$ cat src/rtl/seg7_pkg.sv
// Shared 7-segment definitions for the encoder and the scan decoder.
// Segment vectors are ordered bit6=a ... bit0=g, active-high.
package seg7_pkg;

    // Glyphs 0-9, A, b, C, d, E, F.
    localparam logic [6:0] SEG_HEX [0:15] = '{
        7'b1111110, 7'b0110000, 7'b1101101, 7'b1111001,
        7'b0110011, 7'b1011011, 7'b1011111, 7'b1110000,
        7'b1111111, 7'b1111011, 7'b1110111, 7'b0011111,
        7'b1001110, 7'b0111101, 7'b1001111, 7'b1000111
    };

    localparam logic [6:0] SEG_BLANK = 7'b0000000;

    typedef enum logic [1:0] {
        SegHex     = 2'd0,
        SegBlank   = 2'd1,
        SegIllegal = 2'd2
    } seg_kind_e;

endpackage

$ cat src/rtl/seg2bin.sv
// Combinational reverse lookup of a 7-segment pattern.
// Ports:
//   seg   - segment pattern (bit6=a ... bit0=g)
//   kind  - SegHex for a legal glyph, SegBlank for all-off, SegIllegal otherwise
//   value - hex value of the glyph, 0 unless kind == SegHex
module seg2bin
    import seg7_pkg::*;
(
    input  logic [6:0] seg,
    output seg_kind_e  kind,
    output logic [3:0] value
);

    always_comb begin
        kind  = SegIllegal;
        value = 4'h0;
        if (seg == SEG_BLANK) begin
            kind = SegBlank;
        end
        for (int unsigned i = 0; i < 16; i++) begin
            if (seg == SEG_HEX[i]) begin
                kind  = SegHex;
                value = 4'(i);
            end
        end
    end

endmodule

$ cat src/rtl/seg7_scan_decoder.sv
// Monitors a time-multiplexed 7-segment bus, captures each digit once its
// pattern has been stable long enough, decodes it back to hex and offers the
// completed frame through a valid/ready handshake.
// Ports:
//   clk, rst_n     - clock, asynchronous active-low reset
//   seg7, an       - observed segment pattern and one-hot digit enable
//   frame_ready    - consumer accepts the current frame
//   clr_err        - clears err_sticky
//   digits         - decoded frame, digit i in bits [4i+3:4i]
//   digits_valid   - per-digit flag: legal hex glyph captured
//   frame_valid    - frame available, held until accepted
//   err_pattern    - one-cycle pulse on capture of an illegal pattern
//   err_sticky     - latched err_pattern, cleared by clr_err
//   overrun        - one-cycle pulse when a completed frame is dropped
module seg7_scan_decoder
    import seg7_pkg::*;
#(
    parameter int unsigned NUM_DIGITS    = 4,
    parameter int unsigned STABLE_CYCLES = 4
) (
    input  logic                    clk,
    input  logic                    rst_n,
    input  logic [6:0]              seg7,
    input  logic [NUM_DIGITS-1:0]   an,
    input  logic                    frame_ready,
    input  logic                    clr_err,
    output logic [4*NUM_DIGITS-1:0] digits,
    output logic [NUM_DIGITS-1:0]   digits_valid,
    output logic                    frame_valid,
    output logic                    err_pattern,
    output logic                    err_sticky,
    output logic                    overrun
);

    localparam int unsigned      CNT_W   = $clog2(STABLE_CYCLES + 1);
    localparam logic [CNT_W-1:0] CNT_MAX = CNT_W'(STABLE_CYCLES);

    logic [6:0]              seg_q;
    logic [NUM_DIGITS-1:0]   an_q;
    logic [CNT_W-1:0]        cnt_q, cnt_d;
    logic [NUM_DIGITS-1:0]   seen_q, seen_d;
    logic [4*NUM_DIGITS-1:0] shadow_q, shadow_d;
    logic [NUM_DIGITS-1:0]   shadow_valid_q, shadow_valid_d;
    logic [4*NUM_DIGITS-1:0] digits_q, digits_d;
    logic [NUM_DIGITS-1:0]   digits_valid_q, digits_valid_d;
    logic                    frame_valid_q, frame_valid_d;
    logic                    err_pattern_q, err_detect;
    logic                    err_sticky_q, err_sticky_d;
    logic                    overrun_q, overrun_d;

    logic      onehot, same, capture, complete;
    seg_kind_e kind;
    logic [3:0] value;

    seg2bin u_seg2bin (
        .seg   (seg_q),
        .kind  (kind),
        .value (value)
    );

    // cnt describes the sample held in {an_q, seg_q}: it is updated on the same
    // edge that loads the sample, by comparing the incoming sample with the one
    // being replaced. Hence a held pattern reaches STABLE_CYCLES after exactly
    // STABLE_CYCLES edges, and at capture seg_q/an_q already hold that pattern.
    always_comb begin
        onehot   = (an != '0) && ((an & (an - NUM_DIGITS'(1))) == '0);
        same     = (an == an_q) && (seg7 == seg_q);
        capture  = onehot && same && (cnt_q == CNT_MAX - CNT_W'(1));
        complete = &seen_q;

        if (!onehot) begin
            cnt_d = '0;
        end else if (!same) begin
            cnt_d = CNT_W'(1);
        end else if (cnt_q != CNT_MAX) begin
            cnt_d = cnt_q + CNT_W'(1);
        end else begin
            cnt_d = cnt_q;
        end
    end

    always_comb begin
        seen_d         = seen_q;
        shadow_d       = shadow_q;
        shadow_valid_d = shadow_valid_q;
        digits_d       = digits_q;
        digits_valid_d = digits_valid_q;
        frame_valid_d  = frame_valid_q;
        err_detect     = 1'b0;
        overrun_d      = 1'b0;

        if (complete) begin
            seen_d = '0;
        end

        if (capture) begin
            for (int unsigned i = 0; i < NUM_DIGITS; i++) begin
                if (an_q[i]) begin
                    seen_d[i] = 1'b1;
                    case (kind)
                        SegHex: begin
                            shadow_d[4*i +: 4] = value;
                            shadow_valid_d[i]  = 1'b1;
                        end
                        SegBlank: begin
                            shadow_valid_d[i] = 1'b0;
                        end
                        default: begin
                            shadow_valid_d[i] = 1'b0;
                            err_detect        = 1'b1;
                        end
                    endcase
                end
            end
        end

        if (frame_valid_q && frame_ready) begin
            frame_valid_d = 1'b0;
        end
        if (complete) begin
            if (!frame_valid_q || frame_ready) begin
                digits_d       = shadow_q;
                digits_valid_d = shadow_valid_q;
                frame_valid_d  = 1'b1;
            end else begin
                overrun_d = 1'b1;
            end
        end

        // Setting takes priority over a simultaneous clear.
        err_sticky_d = (err_sticky_q & ~clr_err) | err_detect;
    end

    always_ff @(posedge clk or negedge rst_n) begin
        if (!rst_n) begin
            seg_q          <= '0;
            an_q           <= '0;
            cnt_q          <= '0;
            seen_q         <= '0;
            shadow_q       <= '0;
            shadow_valid_q <= '0;
            digits_q       <= '0;
            digits_valid_q <= '0;
            frame_valid_q  <= 1'b0;
            err_pattern_q  <= 1'b0;
            err_sticky_q   <= 1'b0;
            overrun_q      <= 1'b0;
        end else begin
            seg_q          <= seg7;
            an_q           <= an;
            cnt_q          <= cnt_d;
            seen_q         <= seen_d;
            shadow_q       <= shadow_d;
            shadow_valid_q <= shadow_valid_d;
            digits_q       <= digits_d;
            digits_valid_q <= digits_valid_d;
            frame_valid_q  <= frame_valid_d;
            err_pattern_q  <= err_detect;
            err_sticky_q   <= err_sticky_d;
            overrun_q      <= overrun_d;
        end
    end

    assign digits       = digits_q;
    assign digits_valid = digits_valid_q;
    assign frame_valid  = frame_valid_q;
    assign err_pattern  = err_pattern_q;
    assign err_sticky   = err_sticky_q;
    assign overrun      = overrun_q;

endmodule

$ cat config.mk
export PLATFORM = sky130hd
export DESIGN_NAME = seg7_scan_decoder
export DESIGN_NICKNAME = d
export VERILOG_FILES = /design/src/rtl/seg7_pkg.sv /design/src/rtl/seg2bin.sv /design/src/rtl/seg7_scan_decoder.sv
export SDC_FILE = /design/constraint.sdc
export NUM_CORES = 1
export LEC_CHECK = 0
export CAP_MARGIN = 30
export CORE_ASPECT_RATIO = 1.1
export CORE_MARGIN = 2
export CORE_UTILIZATION = 49
export DETAILED_ROUTE_END_ITERATION = 12
export GPL_TIMING_DRIVEN = 1
export HOLD_SLACK_MARGIN = 0.12
export PLACE_DENSITY_LB_ADDON = 0.1
export SYNTH_ARGS = -nofsm -noshare
export SYNTH_HDL_FRONTEND = slang
export SYNTH_SLANG_ARGS = --single-unit
export TNS_END_PERCENT = 5
$ cat constraint.sdc
create_clock -name clk -period 2.1 [get_ports clk]
set_input_delay 0.315 -clock clk [delete_from_list [all_inputs] [get_ports clk]]
set_output_delay 0.315 -clock clk [all_outputs]
set_load 0.01 [all_outputs]
# [Yosys cells after proc, flatten, opt, wreduce, memory -nomap -nowiden]
# Cells that the tools add are included.
[op_classes] add_sub_neg=2 n_mul=0 div_mod_pow=0 n_lt_le_gt_ge=0 eq_ne=22 shift=0 muxes=56 n_bitwise=4 reduce_logical=22
[op_table] operator="$eq 7x7->1 const B" count=12
[op_table] operator="$mux 4" count=10
[op_table] operator="$mux 2" count=19
[op_table] operator="$eq 7x6->1 const B" count=3
[op_table] operator="$mux 3" count=7
[op_table] operator="$mux 1" count=20
[op_table] operator="$reduce_and 3->1" count=4
[op_table] operator="$reduce_and 2->1" count=4
[op_table] operator="$eq 7x5->1 const B" count=1
[op_table] operator="$eq 7x7->1" count=1
[op_table] operator="$logic_not 7->1" count=1
[op_table] operator="$logic_and 1x1->1" count=5
[op_table] operator="$reduce_and 5->1" count=1
[op_table] operator="$and 4x4->4" count=1
[op_table] operator="$eq 4x4->1" count=1
[op_table] operator="$logic_not 4->1" count=1
[op_table] operator="$reduce_and 4->1" count=1
[op_table] operator="$reduce_bool 4->1" count=1
[op_table] operator="$sub 4x1->4 const B" count=1
[op_table] operator="$add 3x1->3 const B" count=1
[op_table] operator="$eq 3x2->1 const B" count=1
[op_table] operator="$ne 3x2->1 const B" count=1
[op_table] operator="$ne 3x3->1 const B" count=1
[op_table] operator="$eq 2x1->1 const B" count=1
[op_table] operator="other kinds (7)" count=7
[word_totals] regBits=62 latch_bits=0 ramBits=0 mem_bits_ro=0 in_bits=15 out_inout_bits=24 wordCells=124 memories=0

# [Logic depth before layout (Yosys ltp)]
[logic_depth] ltp_word=30 depth_mapped=8 mapped_depth_nobuf=6

# [Cells and area by module]
# A second synthesis with hierarchy kept.
[hier_totals] cells_unflattened=226 area_unflattened_um2=2939.1
[modules_own_cells] mod="seg7_scan_decoder" instances=1 cells_each=165 area_each_um2=2528.7
[modules_own_cells] mod="seg2bin" instances=1 cells_each=61 area_each_um2=410.4

# [Least setup slack after synthesis]
# Ideal clock, no wire load.
[synth_path] kind="register -> register" startpoint="register seg_q[2]" endpoint="register shadow_q[14]" setup_ns=0.145 arrival_ns=1.884 setup_slack_ns=0.070 stages_incl_launch_ff=7 path_buffers=0 period_less_slack_ns=2.030 cell_sequence="dfrtp_1 or4_1 a211oi_1 a21oi_1 and2_4 a2111oi_4 a21oi_1"
[synth_between] elab_chain_cells=20 word_cells_on_any_way=52
[synth_lines] element="from (decl)" line="seg7_scan_decoder.sv:38" text="logic [6:0] seg_q;"
[synth_lines] element="from (signal assigned)" line="seg7_scan_decoder.sv:149" text="seg_q <= seg7;"
[synth_lines] element="$logic_not 7->1" line="seg2bin.sv:17" text="if (seg == SEG_BLANK) begin"
[synth_lines] element="$mux 2" line="seg2bin.sv:17"
[synth_lines] element="$mux 2 (16 in series)" line="seg2bin.sv:21" text="if (seg == SEG_HEX[i]) begin"
[synth_lines] element="$logic_not 2->1" line="seg7_scan_decoder.sv:100" text="case (kind)"
[synth_lines] element="$reduce_and 3->1 (no source line)"
[synth_lines] element="to (signal assigned)" line="seg7_scan_decoder.sv:153" text="shadow_q <= shadow_d;"
[synth_lines] element="to (decl)" line="seg7_scan_decoder.sv:42" text="logic [4*NUM_DIGITS-1:0] shadow_q, shadow_d;"
# Parallel ways exist; a longest one is shown, timed or not.
# A chain may end at the register's enable or synchronous reset.

# [Final worst setup path]
[layout_path] startpoint="register seg_q[5]" endpoint="register shadow_q[2]"
# Same word-level chain as after synthesis.

==> impl_metrics.yaml <==
outcome:
  status: "finished clean"
floorplanning:
  core-area_um2: 5430
  dieArea_um2: 6310
  io-pin-count: 39
  row_count: 28
  die_y_um: 83.1
  die_w_um: 75.9
  initial_core_util: 0.514
finish:
  diodes: 0
  final_cell_mix: "dfrtp_1, buf_4, clkdlybuf4s50_1, nand2_1"
  final_area_um2: 3960
  drive_above_1_share: 0.327
  fin_nets: 359
  area_growth_pct: 42.0
  final_common_cell: "dfrtp_1"
place:
  io_buffers: 38
  hpwl_um: 4230
  post_dp_cell_area_um2: 3570
  gp_congestion: 0.803
  place_ws_ns: -0.285
worst_setup_path:
  cp.required_ns: 2.32
  reg2reg_to: "shadow_q[2]$_DFFE_PN0P_"
  crit_path_end: "shadow_q[2]$_DFFE_PN0P_"
  worst_setup_path_start_kind: "register"
  crit_type: "reg -> reg"
  critPathArrivalTime_ns: 2.30
  cp_num_cells: 7
  reg2reg_from: "seg_q[5]$_DFF_PN0_"
  crit_family: "compound AO/OA/AOI/OAI gates"
  worstSetupStartpoint: "seg_q[5]$_DFF_PN0_"
  path_cells: "or2_2 -> o22ai_2 -> a41oi_2 -> buf_4 -> a2111oi_4 -> buf_6 -> a21oi_2"
  cpPeakStageDelay_ns: 0.53
  slowest_stage: "dfrtp_1"
  crit_path_end_kind: "register"
  crit_fanout: 11
  r2r_setup_slack_ns: 0.02
  path_buf_inv: 2
  worst-r2r-cell-count: 7
sta:
  period_share: 0.990
  drv_slew: 0
  setup_viol: 0
  tightest_slew_ns: 0.467
  fin_crit_ns: 2.08
  finalClockSkew_ns: 0.00632
  hold_ws_ns: 0.454
  hold_viol: 0
  fmax_mhz: 481
  max-slew-margin-rel: 0.686
  layout_setup_ws_ns: 0.0205
  rsz0062_at_grt: "yes"
yosys:
  yosysWarnings: 0
  ys.flop_type: "dfrtp_1"
  synth_area_leaders: "dfrtp_1, mux2_2, xnor2_1"
  syn_inst: 253
  async_flop_share: 1.00
  syn_nets: 271
  syn-cell-area_um2: 2790
  yosysTopAreaCellShare: 0.556
  postSynthAreaPerCell_um2: 11.0
  ys_ff_latch: 62
  synth_cell_type_count: 38
  synth_edf_count: 0
  ys_seq_area_frac: 0.556
  synth_top_area_cell: "dfrtp_1"
clock_network:
  clk_pin_slew_ns: 0.07
  h-tree-depth: 3
  cts_buffers: 9
  clock_latency_ns: 0.34
  cts_buffer_depth: 2
  cts_tree: "done"
  cts_sinks: 62
  root_buffer: "clkbuf_8"
pwr:
  vdd_drop_max_v: 0.000483
  p_per_area_nw_per_um2: 679
  leakage_nw: 1.74
  power_mw: 2.69
job:
  maxCapViolations: 0
global_routing:
  grt_max_degree: 63
  grt_pass1_wl_um: 10900
  overflow: 0
  antenna_found_initial: 0
  grt_pass1_vias: 2237
  grt_usage: 0.222
route:
  ant_nets: 0
  drcViolationCount: 0
  wl_per_cell_um: 15.5
  vias: 2283
  via_per_inst: 5.42
  firstDrtPassIters: 4
  first_iter_violations: 105
  wirelength_um: 6530
hold_path:
  min_path_type: "in -> reg"
## timing repair
item | 4_1_cts | 5_1_grt
hold buffers | 1 | 0
pin swaps | 5 | 7
gates cloned | 0 | 0
setup buffers | 2 | 3
endpoints found under the hold margin | 62 | 0
setup endpoints to repair | 9 | 18
resized for setup | 9 | 18
## final cells by class
cell class	instances	area (µm²)
clock buffers	10	138
inverters	9	33.8
multi-input cells	171	1250
flip-flops and latches	62	1550
repair buffers	88	802
clock inverters	6	92.6
fillers	383	1470
well taps	75	93.8
## cells by family after synthesis
group | share of synthesized area
buffers and inverters | 0.0327
adder cells (fa/ha/maj) | 0.0135
AND/OR/NAND/NOR | 0.144
XOR/XNOR | 0.0440
flip-flops | 0.556
multiplexers | 0.0808
AO/OA/AOI/OAI | 0.129
## layer usage
layer | share of wire | up-vias | global-route usage | wire length [µm]
met2 | 0.51 | 47 | 0.356 | 3310
met5 | 0 | - | 0 | 0
met3 | 0.033 | 9 | 0.0630 | 215
met1 | 0.44 | 1137 | 0.286 | 2890
li1 | - | 1090 | - | -
met4 | 0.016 | 0 | 0.0909 | 107
## through the flow
stage,TNS [ns],instances,util
final,0,421,0.729
after global placement,-3.51,399,0.657
after CTS,0,418,0.712
after floorplan,0,253,-
after detailed placement,-4.48,399,0.657
after global routing,-0.416,421,0.729
## Yosys cell counts, types with 4 or more instances
cell	number
nor3_1	9
nand4_1	8
dfrtp_1	62
nand2_1	25
xnor2_1	14
o2bb2ai_1	4
nand3_1	8
nor2_1	8
buf_2	7
a21oi_1	24
mux2_2	20
inv_1	9
o21ai_0	17
## worst min path at each step
stage / start / endpoint / slack [ns] / cells after the start
after floorplan: rst_n / an_q[0]$_DFF_PN0_ / 0.02 / 0
after global placement: rst_n / overrun$_DFF_PN0_ / 0.35 / 2
after detailed placement: rst_n / overrun$_DFF_PN0_ / 0.34 / 2
after CTS: seg7[1] / seg_q[1]$_DFF_PN0_ / 0.44 / 1
after global routing: seg7[1] / seg_q[1]$_DFF_PN0_ / 0.43 / 1
final: seg7[1] / seg_q[1]$_DFF_PN0_ / 0.45 / 1
## power breakdown
part           internal, mW  total, mW  switching (mW)
registers              1.21       1.23          0.0203
clock network         0.708       1.20           0.491
logic                 0.131      0.259           0.127
## worst register-to-register path, delay by kind of cell, from the launching register on
family	cells	cell delay, ns
AO/OA/AOI/OAI	4	0.70
flip-flops	1	0.53
buffers and inverters	2	0.37
AND/OR/NAND/NOR	1	0.35
## state kept, by name (all words and copies together), names as in the netlist
| signal | cells |
|---|---|
| frame_valid | 1 |
| err_sticky | 1 |
| digits | 16 |
| overrun | 1 |
| seg_q | 7 |
| seen_q | 4 |
| cnt_q | 3 |
| shadow_valid_q | 4 |
| an_q | 4 |
| shadow_q | 16 |
| digits_valid | 4 |
| err_pattern | 1 |
Note: power is estimated with default switching activity, not from simulation.
